<file path="config.mk">
export PLATFORM = sky130hd
export DESIGN_NAME = commit_fifo_mw
export DESIGN_NICKNAME = d
export VERILOG_FILES = /design/src/rtl/commit_trace_pkg.sv /design/src/rtl/commit_fifo_mw.sv
export SDC_FILE = /design/constraint.sdc
export NUM_CORES = 1
export LEC_CHECK = 0
export BUFFER_PORTS_ARGS = -buffer_cell sky130_fd_sc_hd__buf_2
export CORE_MARGIN = 5
export CORE_UTILIZATION = 50
export CTS_BUF_LIST = sky130_fd_sc_hd__clkbuf_16
export DETAILED_ROUTE_END_ITERATION = 12
export PLACE_DENSITY = 0.68
export SYNTH_ARGS = -nofsm -noshare
export SYNTH_HDL_FRONTEND = slang
export SYNTH_SLANG_ARGS = --single-unit
</file>
<file path="constraint.sdc">
create_clock -name clk -period 8.8 [get_ports clk]
set_input_delay 0.44 -clock clk [delete_from_list [all_inputs] [get_ports clk]]
set_output_delay 0.44 -clock clk [all_outputs]
set_load 0.03 [all_outputs]
</file>
<file path="src/rtl/commit_trace_pkg.sv">
// commit_trace_pkg: shared types for the commit trace checker.
//   - record type enum, packed commit record {type, A, B}
//   - checker state enum and field width constants
// Optional feature macro used by the checker: COMMIT_CHK_LOAD_EN
package commit_trace_pkg;

   localparam int unsigned TYPE_W  = 2;
   localparam int unsigned FIELD_W = 16;
   localparam int unsigned REG_W   = 3;
   localparam int unsigned REC_W   = TYPE_W + 2 * FIELD_W;

   typedef enum logic [TYPE_W-1:0] {
      REC_REG   = 2'd0,
      REC_LOAD  = 2'd1,
      REC_STORE = 2'd2,
      REC_HALT  = 2'd3
   } recType_e;

   typedef struct packed {
      recType_e             recType;
      logic [FIELD_W-1:0]   fieldA;
      logic [FIELD_W-1:0]   fieldB;
   } commitRec_t;

   typedef enum logic [1:0] {
      ST_RUN      = 2'd0,
      ST_DONE     = 2'd1,
      ST_MISMATCH = 2'd2,
      ST_ERROR    = 2'd3
   } chkState_e;

   function automatic commitRec_t mkRec(input recType_e t, input logic [FIELD_W-1:0] a,
                                        input logic [FIELD_W-1:0] b);
      commitRec_t r;
      r.recType = t;
      r.fieldA  = a;
      r.fieldB  = b;
      return r;
   endfunction

endpackage

</file>
<file path="src/rtl/commit_fifo_mw.sv">
// commit_fifo_mw: 3-write / 1-read record FIFO.
//   pushCnt       : number of wrData slots (from index 0) written this cycle
//   wrData        : up to three compacted records
//   pop           : consume head (caller guarantees non-empty)
//   head_c        : current head record
//   count_c       : occupancy
//   overflowRej_c : this cycle's pushes would exceed DEPTH; none are written
module commit_fifo_mw
   import commit_trace_pkg::*;
#(
   parameter int unsigned DEPTH = 8
) (
   input  logic                    clk,
   input  logic                    rst,
   input  logic [1:0]              pushCnt,
   input  commitRec_t [2:0]        wrData,
   input  logic                    pop,
   output commitRec_t              head_c,
   output logic [$clog2(DEPTH):0]  count_c,
   output logic                    overflowRej_c
);

   localparam int unsigned IDX_W = $clog2(DEPTH);
   localparam int unsigned PTR_W = IDX_W + 1;
   localparam int unsigned SUM_W = PTR_W + 1;

   logic [PTR_W-1:0] wrPtr;
   logic [PTR_W-1:0] rdPtr;
   commitRec_t       mem [DEPTH];
   logic [SUM_W-1:0] nextOcc_c;

   // Pointers carry one extra bit so full and empty are distinguishable.
   assign count_c       = wrPtr - rdPtr;
   assign head_c        = mem[rdPtr[IDX_W-1:0]];
   assign nextOcc_c     = SUM_W'(count_c) + SUM_W'(pushCnt) - SUM_W'(pop);
   assign overflowRej_c = nextOcc_c > SUM_W'(DEPTH);

   // Storage and pointers; a rejected cycle still pops.
   always_ff @(posedge clk or posedge rst) begin
      if (rst) begin
         wrPtr <= '0;
         rdPtr <= '0;
         for (int unsigned i = 0; i < DEPTH; i++) mem[IDX_W'(i)] <= '0;
      end else begin
         if (pop) rdPtr <= rdPtr + PTR_W'(1);
         if (!overflowRej_c) begin
            for (int unsigned i = 0; i < 3; i++) begin
               if (i < 32'(pushCnt)) mem[IDX_W'(wrPtr + PTR_W'(i))] <= wrData[2'(i)];
            end
            wrPtr <= wrPtr + PTR_W'(pushCnt);
         end
      end
   end

endmodule

</file>
# Yosys cells after proc, flatten, opt, wreduce, memory -nomap -nowiden
# Index checks and enable logic that the tools add are counted.
[word_totals]
out_inout_bits = 39
input_bits = 107
register_bits = 280
word_cells = 68
[classes]
muxes = 17
order_cmp = 11
reduce_logical = 3
add_sub_neg = 7
bitwise = 4
[op_table]
columns = ["operator", "n"]
rows = [
  ["272-bit 2-to-1 mux", 5],
  ["272-bit bitwise mux", 3],
  ["34-bit demux with 3-bit select", 3],
  ["34-bit 2-to-1 mux", 5],
  ["34-bit binary-select mux with 3-bit select", 1],
  ["4-bit greater-or-equal comparator, second input constant", 4],
  ["3-bit NOT with 4-bit output", 4],
  ["4-bit by 1-bit < comparator with 1-bit output, second input constant", 3],
  ["4-bit by 2-bit adder with 5-bit output", 1],
  ["5-bit by 4-bit greater-than comparator with 1-bit output, second input constant", 1],
  ["5-bit by 1-bit subtractor with 5-bit output", 1],
  ["4-bit by 1-bit adder with 4-bit output, second input constant", 1],
  ["4-bit by 2-bit adder with 4-bit output", 1],
  ["1-bit by 2-bit < comparator with 1-bit output, first input constant", 2],
  ["4-bit subtractor", 1],
  ["3-bit by 1-bit adder with 3-bit output, second input constant", 1],
  ["3-bit by 2-bit adder with 3-bit output, second input constant", 1],
  ["1-bit logical AND", 3],
  ["2-bit < comparator, first input constant", 1],
]

# Logic depth before layout (Yosys ltp)
[logic_depth]
ltp_word = 13
depth_mapped = 16
ltp_nobuf = 12

# Worst setup path before layout
# No wires, ideal clock.
[synth_path]
path_kind = "flip-flop to flip-flop"
from = "register rdPtr[1]"
to = "register mem[100] (netlist bit)"
arrival_ps = 4109
stages_incl_launch_ff = 17
setup_ps = 125
setup_slack_ps = 4566
n_path_buf = 5
path_cell_list = "dfrtp_1 > clkbuf_1 > clkbuf_1 > buf_1 > inv_1 > ha_1 > nand3b_1 > and3_1 > nor2_1 > inv_1 > ha_1 > o21ai_0 > o221a_2 > nor3_2 > buf_2 > buf_2 > mux2_2"
[synth_between]
elab_chain_cells = 4
[synth_lines]
columns = ["element", "line_no", "rtl"]
rows = [
  ["start, declared", "commit_fifo_mw.sv:28", "logic [PTR_W-1:0] rdPtr;"],
  ["start signal, assigned", "commit_fifo_mw.sv:45", "if (pop) rdPtr <= rdPtr + PTR_W'(1);"],
  ["4-bit subtractor", "commit_fifo_mw.sv:33", "assign count_c = wrPtr - rdPtr;"],
  ["named net count_c[3]", "commit_fifo_mw.sv:19", "output logic [$clog2(DEPTH):0] count_c,"],
  ["4-bit by 2-bit adder with 5-bit output", "commit_fifo_mw.sv:35", "assign nextOcc_c = SUM_W'(count_c) + SUM_W'(pushCnt) - SUM_W'(pop);"],
  ["5-bit by 1-bit subtractor with 5-bit output", "commit_fifo_mw.sv:35", ""],
  ["5-bit by 4-bit greater-than comparator with 1-bit output", "commit_fifo_mw.sv:36", "assign overflowRej_c = nextOcc_c > SUM_W'(DEPTH);"],
  ["end signal, assigned by index", "commit_fifo_mw.sv:48", "if (i < 32'(pushCnt)) mem[IDX_W'(wrPtr + PTR_W'(i))] <= wrData[2'(i)];"],
  ["end, declared", "commit_fifo_mw.sv:29", "commitRec_t mem [DEPTH];"],
]
# The timed path passes the listed nets, and every way through them passes these cells.
# A chain may end at the register's enable or synchronous reset.

# Worst setup path in the final report
[layout_path]
from = "register rdPtr[2]"
to = "register mem[120] (netlist bit)"
[layout_between]
elab_chain_cells = 4
[layout_lines]
columns = ["element", "line_no"]
rows = [
  ["4-bit subtractor", "commit_fifo_mw.sv:33"],
  ["4-bit by 2-bit adder with 5-bit output", "commit_fifo_mw.sv:35"],
  ["5-bit by 1-bit subtractor with 5-bit output", "commit_fifo_mw.sv:35"],
  ["5-bit by 4-bit greater-than comparator with 1-bit output", "commit_fifo_mw.sv:36"],
]
# No other way between the ends.

==> results.sh <==
export IMPL_die_w_um=219
export IMPL_via_per_inst=7.06
export IMPL_cp_end_kind="flip-flop"
export IMPL_rr_worst_depth=13
export IMPL_path_cells="clkinv_1, ha_1, a21oi_1, a21oi_1, nor2_1, inv_1, ha_1, o21ai_0, o221a_2, nor3_4, buf_12, buf_12, mux2_2"
export IMPL_nFillCells=3858
export IMPL_layout_nets=2547
export IMPL_synth_edff_count=0
export IMPL_synth_seq_cells=280
export IMPL_clk_insertion_delay_late_ps=550
export IMPL_htreeDepth=2
export IMPL_grt_pass1_vias=21500
export IMPL_async_flop_share_pct=100
export IMPL_ys_seq_area_share_pct=32.0
export IMPL_syn_inst=2521
export IMPL_clkTransAtPathRegs_ps=60
export IMPL_ys_types=48
export IMPL_status="finished, final reports clean"
export IMPL_place_hpwl_um=45800
export IMPL_crit_cells=13
export IMPL_remaining_drc_errors=0
export IMPL_synth_top_area_share_pct=32.0
export IMPL_r2r_end="mem[120]"
export IMPL_setup_tns_ps=0
export IMPL_finClkSkew_ps=16.8
export IMPL_r2r_slack_ps=3710
export IMPL_required_ps=9230
export IMPL_vias=21500
export IMPL_maxCapViolCount=0
export IMPL_finalSetupViolations=0
export IMPL_final_util_pct=54.3
export IMPL_hp_class="in2async"
export IMPL_synth_ff_type="dfrtp_1"
export IMPL_wl_per_cell_um=26.6
export IMPL_path_class="reg2reg"
export IMPL_yosysMostFrequentCell="nand2_1"
export IMPL_drt_pass1_iter_count=6
export IMPL_cts_hold_buf=0
export IMPL_fin_crit_sh_pct=57.8
export IMPL_min_period_ps=5090
export IMPL_finalHoldViolations=0
export IMPL_initial_core_util_pct=50.7
export IMPL_gp_congestion=0.867
export IMPL_clock_path_buffers=3
export IMPL_grt_usage_pct=32.7
export IMPL_slew_headroom_pct=20.0
export IMPL_regArea_mm2=0.00702
export IMPL_coreArea_mm2=0.0432
export IMPL_ios=146
export IMPL_synth_top_area_cell="dfrtp_1"
export IMPL_critPathTopFamily="buffers and inverters"
export IMPL_dieArea_mm2=0.0481
export IMPL_post_cts_buffers=0
export IMPL_reg2reg_from="rdPtr[2]"
export IMPL_synthTopCellsByArea="dfrtp_1 (32%), mux2_2 (14%), o31ai_1 (8.2%)"
export IMPL_grt_overflow=0
export IMPL_critPathMaxStageDelay_ps=1060
export IMPL_rsz0062_at_grt="false"
export IMPL_multi_input_comb_area_mm2=0.0135
export IMPL_fmax_ghz=0.196
export IMPL_cts_root_buf="clkbuf_16"
export IMPL_wl_um=80900
export IMPL_num_rows=76
export IMPL_finalMaxSlewViolations=0
export IMPL_synth_common_cells="nand2_1 (384), dfrtp_1 (280), mux2_2 (267)"
export IMPL_area_growth_pct=7.10
export IMPL_io_buffers=145
export IMPL_cts_tree="done"
export IMPL_syn_nets=2644
export IMPL_postSynthAreaPerCell_um2=8.68
export IMPL_holdWs_ps=13.9
export IMPL_crit_fanout=154
export IMPL_grt_max_degree=155
export IMPL_synth_area_mm2=0.0219
export IMPL_max_slew_worst_pin_slew_ps=1200
export IMPL_cts_buffers_inserted=36
export IMPL_drt_iter0_drc=2606
export IMPL_grt_pass1_wl_um=124000
export IMPL_path_buf_inv=4
export IMPL_antenna_left=0
export IMPL_postCtsResizedCells=0
export IMPL_yosys_warnings=0
export IMPL_cts_sinks=280
export IMPL_cp_start_kind="flip-flop"
export IMPL_slowest_stage="dfrtp_2"
export IMPL_antenna_found_initial=7
export IMPL_arrival_ps=5520
export IMPL_die_h_um=219
export IMPL_drive_gt1_share_pct=24.8
## kinds of logic (layout without fill, tap and decap cells)
kind of cell,after synthesis,count (layout),synth area share (%)
AOI/OAI and AO/OA,593,593,19.2
DFF,280,280,32.0
adders and majority gates,16,16,1.02
buffers and inverters,339,265,7.15
muxes,342,342,21.1
and+or+nand+nor,941,941,19.1
other,0,6,0
xor gates and xnor gates,10,10,0.486
## layer usage
layer	vias up	GRT usage, %	routed length (µm)
li1	9028	-	-
met1	10600	42.0	30400
met2	1518	52.1	37200
met3	301	7.70	9590
met4	2	16.0	3690
met5	-	0	11
## worst reg2reg max path, cell delays in order, from the launching register on
cell	delay, ps
dfrtp_2	1060
clkinv_1	240
ha_1	370
a21oi_1	190
a21oi_1	130
nor2_1	160
inv_1	60
ha_1	300
o21ai_0	100
o221a_2	280
nor3_4	220
buf_12	660
buf_12	690
mux2_2	520
## flip-flops by register name (all words and copies together) (netlist names)
signal,cells
mem,272
rdPtr,4
wrPtr,4
## final cells by class
class | count | share of cell area [%]
clock inverters | 24 | 0.651
multi-input cells | 1902 | 57.4
diodes | 6 | 0.0640
repair buffers | 186 | 4.57
well taps | 585 | 3.12
inverters | 18 | 0.320
flip-flops and latches | 280 | 29.9
clock buffers | 37 | 3.95
## placed cells by master (no fill, tap or decap), types with 4 or more instances in the layout
| cell | netlist | layout |
|---|---|---|
| and3_1 | 138 | 138 |
| clkbuf_16 | 0 | 37 |
| xor2_1 | 5 | 5 |
| mux4_2 | 68 | 68 |
| diode_2 | 0 | 6 |
| xnor2_1 | 4 | 4 |
| nor2b_1 | 37 | 35 |
| clkinv_2 | 0 | 4 |
| or2_2 | 3 | 4 |
| buf_2 | 86 | 145 |
| nand3b_1 | 4 | 4 |
| nand2_1 | 384 | 382 |
| nor2_1 | 254 | 241 |
| buf_4 | 43 | 38 |
| o21ai_0 | 143 | 143 |
| ha_1 | 13 | 13 |
| nor2_4 | 0 | 10 |
| nand2b_2 | 0 | 4 |
| mux2_1 | 6 | 6 |
| clkinv_1 | 1 | 10 |
| inv_1 | 17 | 24 |
| a211oi_1 | 35 | 35 |
| nand3_1 | 104 | 104 |
| o21ai_1 | 31 | 30 |
| a221oi_1 | 136 | 136 |
| mux2_2 | 267 | 267 |
| o31ai_1 | 238 | 238 |
| dfrtp_1 | 280 | 276 |
| nor2_2 | 3 | 6 |
## worst max-delay path by stage
stage / start / to / slack [ps]
2_1_floorplan: rst / mem[0] / 640
3_3_place_gp: rdPtr[2] / mem[81] / 3870
3_5_place_dp: rdPtr[2] / mem[50] / 3850
4_1_cts: rdPtr[2] / overflowRej_c / 3770
5_1_grt: rdPtr[2] / overflowRej_c / 3370
6_report: rdPtr[2] / mem[120] / 3710
## stage by stage
step | cell area (µm²) | instances | setup WS (ps)
6_report | 23400 | 3038 | 3710
3_3_place_gp | 22400 | 2971 | 3870
4_1_cts | 23400 | 3032 | 3770
2_1_floorplan | 21900 | 2521 | 638
3_5_place_dp | 22400 | 2971 | 3850
5_1_grt | 23400 | 3037 | 3370
Power is left out: the tool's default activity adds up to more than one toggle a clock period on the data nets, which glitch-free logic cannot reach.
